==> src/rtl/serial_subtractor.sv <==
// Bit-serial subtractor: diff = a - b - borrow_in, one bit per clock, LSB first.
// Operands in and the result out each use a valid/ready handshake.
module serial_subtractor #(
  parameter int unsigned WIDTH = 8
) (
  input  logic             clock,
  input  logic             reset_n,
  input  logic             in_valid,
  output logic             in_ready,
  input  logic [WIDTH-1:0] a,
  input  logic [WIDTH-1:0] b,
  input  logic             borrow_in,
  output logic             out_valid,
  input  logic             out_ready,
  output logic [WIDTH-1:0] diff,
  output logic             borrow_out
);

  localparam int unsigned CNT_W = (WIDTH > 1) ? $clog2(WIDTH) : 1;
  localparam logic [CNT_W-1:0] LAST_BIT = CNT_W'(WIDTH - 1);

  typedef enum logic [1:0] {
    IDLE  = 2'd0,
    SHIFT = 2'd1,
    DONE  = 2'd2
  } state_e;

  state_e           state_q, state_d;
  logic [WIDTH-1:0] sa_q, sa_d;
  logic [WIDTH-1:0] sb_q, sb_d;
  logic [WIDTH-1:0] res_q, res_d;
  logic             br_q, br_d;
  logic [CNT_W-1:0] cnt_q, cnt_d;
  logic             in_ready_q, in_ready_d;
  logic             out_valid_q, out_valid_d;
  logic [WIDTH-1:0] diff_q, diff_d;
  logic             borrow_out_q, borrow_out_d;

  // One full-subtractor cell working on the current LSBs
  logic             cell_x, cell_y, cell_d, cell_b;
  logic [WIDTH-1:0] res_shift;

  always_comb begin
    cell_x    = sa_q[0];
    cell_y    = sb_q[0];
    cell_d    = cell_x ^ cell_y ^ br_q;
    cell_b    = (~cell_x & cell_y) | (~(cell_x ^ cell_y) & br_q);
    res_shift = {cell_d, res_q[WIDTH-1:1]};
  end

  always_comb begin
    state_d      = state_q;
    sa_d         = sa_q;
    sb_d         = sb_q;
    res_d        = res_q;
    br_d         = br_q;
    cnt_d        = cnt_q;
    in_ready_d   = in_ready_q;
    out_valid_d  = out_valid_q;
    diff_d       = diff_q;
    borrow_out_d = borrow_out_q;

    unique case (state_q)
      IDLE: begin
        if (in_valid && in_ready_q) begin
          sa_d       = a;
          sb_d       = b;
          br_d       = borrow_in;
          res_d      = '0;
          cnt_d      = '0;
          in_ready_d = 1'b0;
          state_d    = SHIFT;
        end
      end

      SHIFT: begin
        res_d = res_shift;
        br_d  = cell_b;
        sa_d  = sa_q >> 1;
        sb_d  = sb_q >> 1;
        cnt_d = cnt_q + CNT_W'(1);
        // Last bit: publish the completed result together with out_valid
        if (cnt_q == LAST_BIT) begin
          diff_d       = res_shift;
          borrow_out_d = cell_b;
          out_valid_d  = 1'b1;
          state_d      = DONE;
        end
      end

      DONE: begin
        if (out_ready) begin
          out_valid_d = 1'b0;
          in_ready_d  = 1'b1;
          state_d     = IDLE;
        end
      end

      default: begin
        out_valid_d = 1'b0;
        in_ready_d  = 1'b1;
        state_d     = IDLE;
      end
    endcase
  end

  always_ff @(posedge clock or negedge reset_n) begin
    if (!reset_n) begin
      state_q      <= IDLE;
      sa_q         <= '0;
      sb_q         <= '0;
      res_q        <= '0;
      br_q         <= 1'b0;
      cnt_q        <= '0;
      in_ready_q   <= 1'b1;
      out_valid_q  <= 1'b0;
      diff_q       <= '0;
      borrow_out_q <= 1'b0;
    end else begin
      state_q      <= state_d;
      sa_q         <= sa_d;
      sb_q         <= sb_d;
      res_q        <= res_d;
      br_q         <= br_d;
      cnt_q        <= cnt_d;
      in_ready_q   <= in_ready_d;
      out_valid_q  <= out_valid_d;
      diff_q       <= diff_d;
      borrow_out_q <= borrow_out_d;
    end
  end

  assign in_ready   = in_ready_q;
  assign out_valid  = out_valid_q;
  assign diff       = diff_q;
  assign borrow_out = borrow_out_q;

endmodule

==> config.mk <==
export PLATFORM = sky130hd
export DESIGN_NAME = serial_subtractor
export DESIGN_NICKNAME = d
export VERILOG_FILES = /design/src/rtl/serial_subtractor.sv
export SDC_FILE = /design/constraint.sdc
export NUM_CORES = 1
export LEC_CHECK = 0
export CAP_MARGIN = 20
export CORE_ASPECT_RATIO = 2
export CORE_MARGIN = 10
export CORE_UTILIZATION = 46
export DETAILED_ROUTE_END_ITERATION = 10
export MAX_ROUTING_LAYER = met4
export PLACE_DENSITY = 0.81
export SLEW_MARGIN = 15
export SYNTH_ARGS = -nofsm -noshare
export SYNTH_HDL_FRONTEND = slang
export SYNTH_SLANG_ARGS = --single-unit
==> constraint.sdc <==
create_clock -name clock -period 1.51 [get_ports clock]
set_clock_uncertainty 0.1 [all_clocks]
set_input_delay 0.453 -clock clock [delete_from_list [all_inputs] [get_ports clock]]
set_output_delay 0.453 -clock clock [all_outputs]
set_load 0.05 [all_outputs]
==> summary.md <==
| Metric | Value |
|---|---|
| R2R setup slack | `-0.17 ns` |
| Cell Area, Synth | `1753 um^2` |
| Die Area | `6830 um^2` |
| VDD IR max | `1.631 mV` |
| DP Cell Count | `228` |
| Commonest non-fill, non-tap cell in the layout | `dfrtp_1` |
| First-pass GRT wire length | `6.686 mm` |
| FF+latch count, synth | `40` |
| Yosys cell types | `26` |
| Crit path cell chain | `buf_6 -> buf_12` |
| Final count of hold timing violations | `0` |
| Initial core utilization | `0.4808` |
| Fin crit period | `1.682 ns` |
| Sequential share of the synthesized area | `0.5717` |
| Reg clk slew, reported paths | `0.08 ns` |
| Routability cong. | `0.8030` |
| YS warnings | `0` |
| Slowest CP cell | `dfstp_4` |
| Family with the most delay on the worst path | `flip-flops` |
| Nets@finish | `219` |
| CP endpoint kind | `primary output` |
| Syn Area/Cell | `12.09 um^2` |
| Initial antenna violation count | `0` |
| Clock Sinks | `40` |
| Required time worst endpoint | `0.96 ns` |
| # hold bufs at CTS | `0` |
| Static leakage | `1.190 nW` |
| Die Ht | `107.3 um` |
| Die width | `63.65 um` |
| Grt ovf | `0` |
| Power Density | `2019 nW/um^2` |
| Vias | `1326` |
| Slew Limit Fails | `0` |
| Drt drc | `0` |
| Worst-Margin Slew | `0.2568 ns` |
| Syn Inst Count | `145` |
| RSZ-0062 raised after global routing | `true` |
| PortBufs | `31` |
| Tcrit/Tclk final | `1.114` |
| Diodes inserted | `0` |
| Vias in the first global route | `1427` |
| Kind of critical path | `reg -> out` |
| Row cnt | `31` |
| Synth area leader | `dfrtp_1` |
| Routed wire per std cell | `16.77 um` |
| Synth area leaders | `dfrtp_1 56%, mux2i_1 9.1%, o21ai_0 7.7%` |
| Max-cap violations | `0` |
| Number of failing setup endpoints in the final timing report | `32` |
| Final Instance Area | `2638 um^2` |
| CTS max path bufs | `2` |
| Hpwl dp | `2.759 mm` |
| CTS tree | `yes` |
| Syn nets | `169` |
| Antenna-violating nets left | `0` |
| Outcome | `finished, violations left` |
| Layout area overhead | `50.46%` |
| Failing checks | `setup timing` |
| CP Max Fanout | `2` |
| WHS | `0.02234 ns` |
| CP max stage delay | `0.62 ns` |
| Largest net degree at the start of global routing | `41` |
| CP startpoint | `in_ready` |
| Finished Layout Cells | `245` |
| WP buf/inv | `2` |
| Detailed Route Iter0 Violations | `30` |
| I/O Pins | `32` |
| CTS HTree Levels | `2` |
| Clock Tree Root | `clkbuf_8` |
| R2R depth | `5` |
| Startpoint types | `flip-flop` |
| Max transition margin | `0.8264` |
| Worst-Skew Late Latency | `0.28 ns` |
| Synth top area share | `0.5567` |
| Final worst slack | `-0.1720 ns` |
| Worst Hold Class | `in -> async` |
| DP Area | `2302 um^2` |
| Crit path DAT | `1.13 ns` |
| 1st-pass router iterations | `4` |
| Avg Vias per Cell | `5.412` |
| Routed wire length | `4.109 mm` |
| Most frequent cells in the layout | `39 x dfrtp_1, 19 x clkdlybuf4s50_1, 16 x mux2i_1, 15 x o21ai_0` |
| Achievable Freq | `594.5 MHz` |
| Core ar. | `3646 um^2` |
| Global router's overall resource usage | `0.1220` |
| Layout cell share with drive strength beyond 1 | `0.3673` |
| Number of cells on the critical path | `2` |
| R2R Path Start | `in_ready` |
| Num CTS Buffers | `5` |
==> logic make-up (layout without fill, tap and decap cells) <==
kind of cell	after synthesis	in the layout	synth area share
compound gates	48	48	0.1635
fa+ha+maj	3	3	0.02569
buf+inv	15	66	0.04782
flops	40	40	0.5717
mux	25	25	0.1492
simple gates	14	14	0.04212
==> area by class of cell <==
type / count / area [um^2]
clock buffers: 6 / 72.57
clock inverters: 2 / 35.03
fillers: 261 / 1008
inverters: 4 / 15.01
multi-input cells: 90 / 788.3
flip-flops and latches: 40 / 1006
well taps: 49 / 61.31
repair buffers: 54 / 659.4
==> flip-flops by register name, summed over array words and instances, names as in the netlist <==
name	flops
sb_q	8
res_q	7
in_ready	1
cnt_q	3
borrow_out	1
diff	8
state_q	2
out_valid	1
br_q	1
sa_q	8
==> where the power goes <==
part / switching [W] / leakage, nW / internal (W) / total, W
clock: 0.000350 / 0.0552 / 0.000490 / 0.000840
sequential: 0.000325 / 0.513 / 0.00149 / 0.00181
combinational: 0.00127 / 0.622 / 0.00140 / 0.00267
total: 0.00194 / 1.19 / 0.00338 / 0.00532
==> worst paths after layout <==
check,to
setup / recovery,in_ready
hold / removal,sb_q[3]
setup reg to reg,cnt_q[2]
hold reg to reg,sa_q[7]
max in group asynchronous,in_ready
min in group clock,sa_q[7]
==> cells in the mapped netlist <==
cell type  count
a21oi_1        4
mux2_2         9
o22a_1         1
ha_1           2
fa_1           1
a22o_1         9
and2b_1        1
and4b_1        1
buf_6          2
buf_2          4
nor2_1         5
nor4b_1        1
dfrtp_1       39
or2_1          1
a21o_1         1
o21ai_0       27
buf_4          2
o31ai_1        1
nand2_1        4
o21ai_1        4
a21oi_2        1
mux2i_1       16
clkbuf_1       3
dfstp_2        1
nand3b_1       1
inv_1          4
==> repair_timing <==
action,CTS,global route
pin swaps,4,12
gates resized for setup,26,17
endpoints found under the setup margin,26,36
cloned,2,0
buffers inserted,5,3
hold endpoints to repair,0,0
==> metrics by stage <==
stage	setup slack (ns)	util	total power, W	setup TNS (ns)
CTS	-0.1888	0.7038	0.005133	-1.860
floorplan	-0.1838	-	0.003098	-3.017
global route	-0.2033	0.7234	0.005632	-3.377
detailed placement	-0.4086	0.6314	0.003924	-9.892
finish	-0.1720	0.7234	0.005324	-2.015
global placement	-0.3820	0.6314	0.003782	-9.256
==> metal layers <==
metal,wire [um],share of wire,vias up,global-route usage
met5,0,0,-,-
met4,120,0.029,0,0.04874
met3,140,0.034,11,0.02920
met2,2333,0.57,37,0.2132
met1,1515,0.37,664,0.1279
li1,-,-,614,-
No activity file was read; power rests on OpenSTA's default activity.
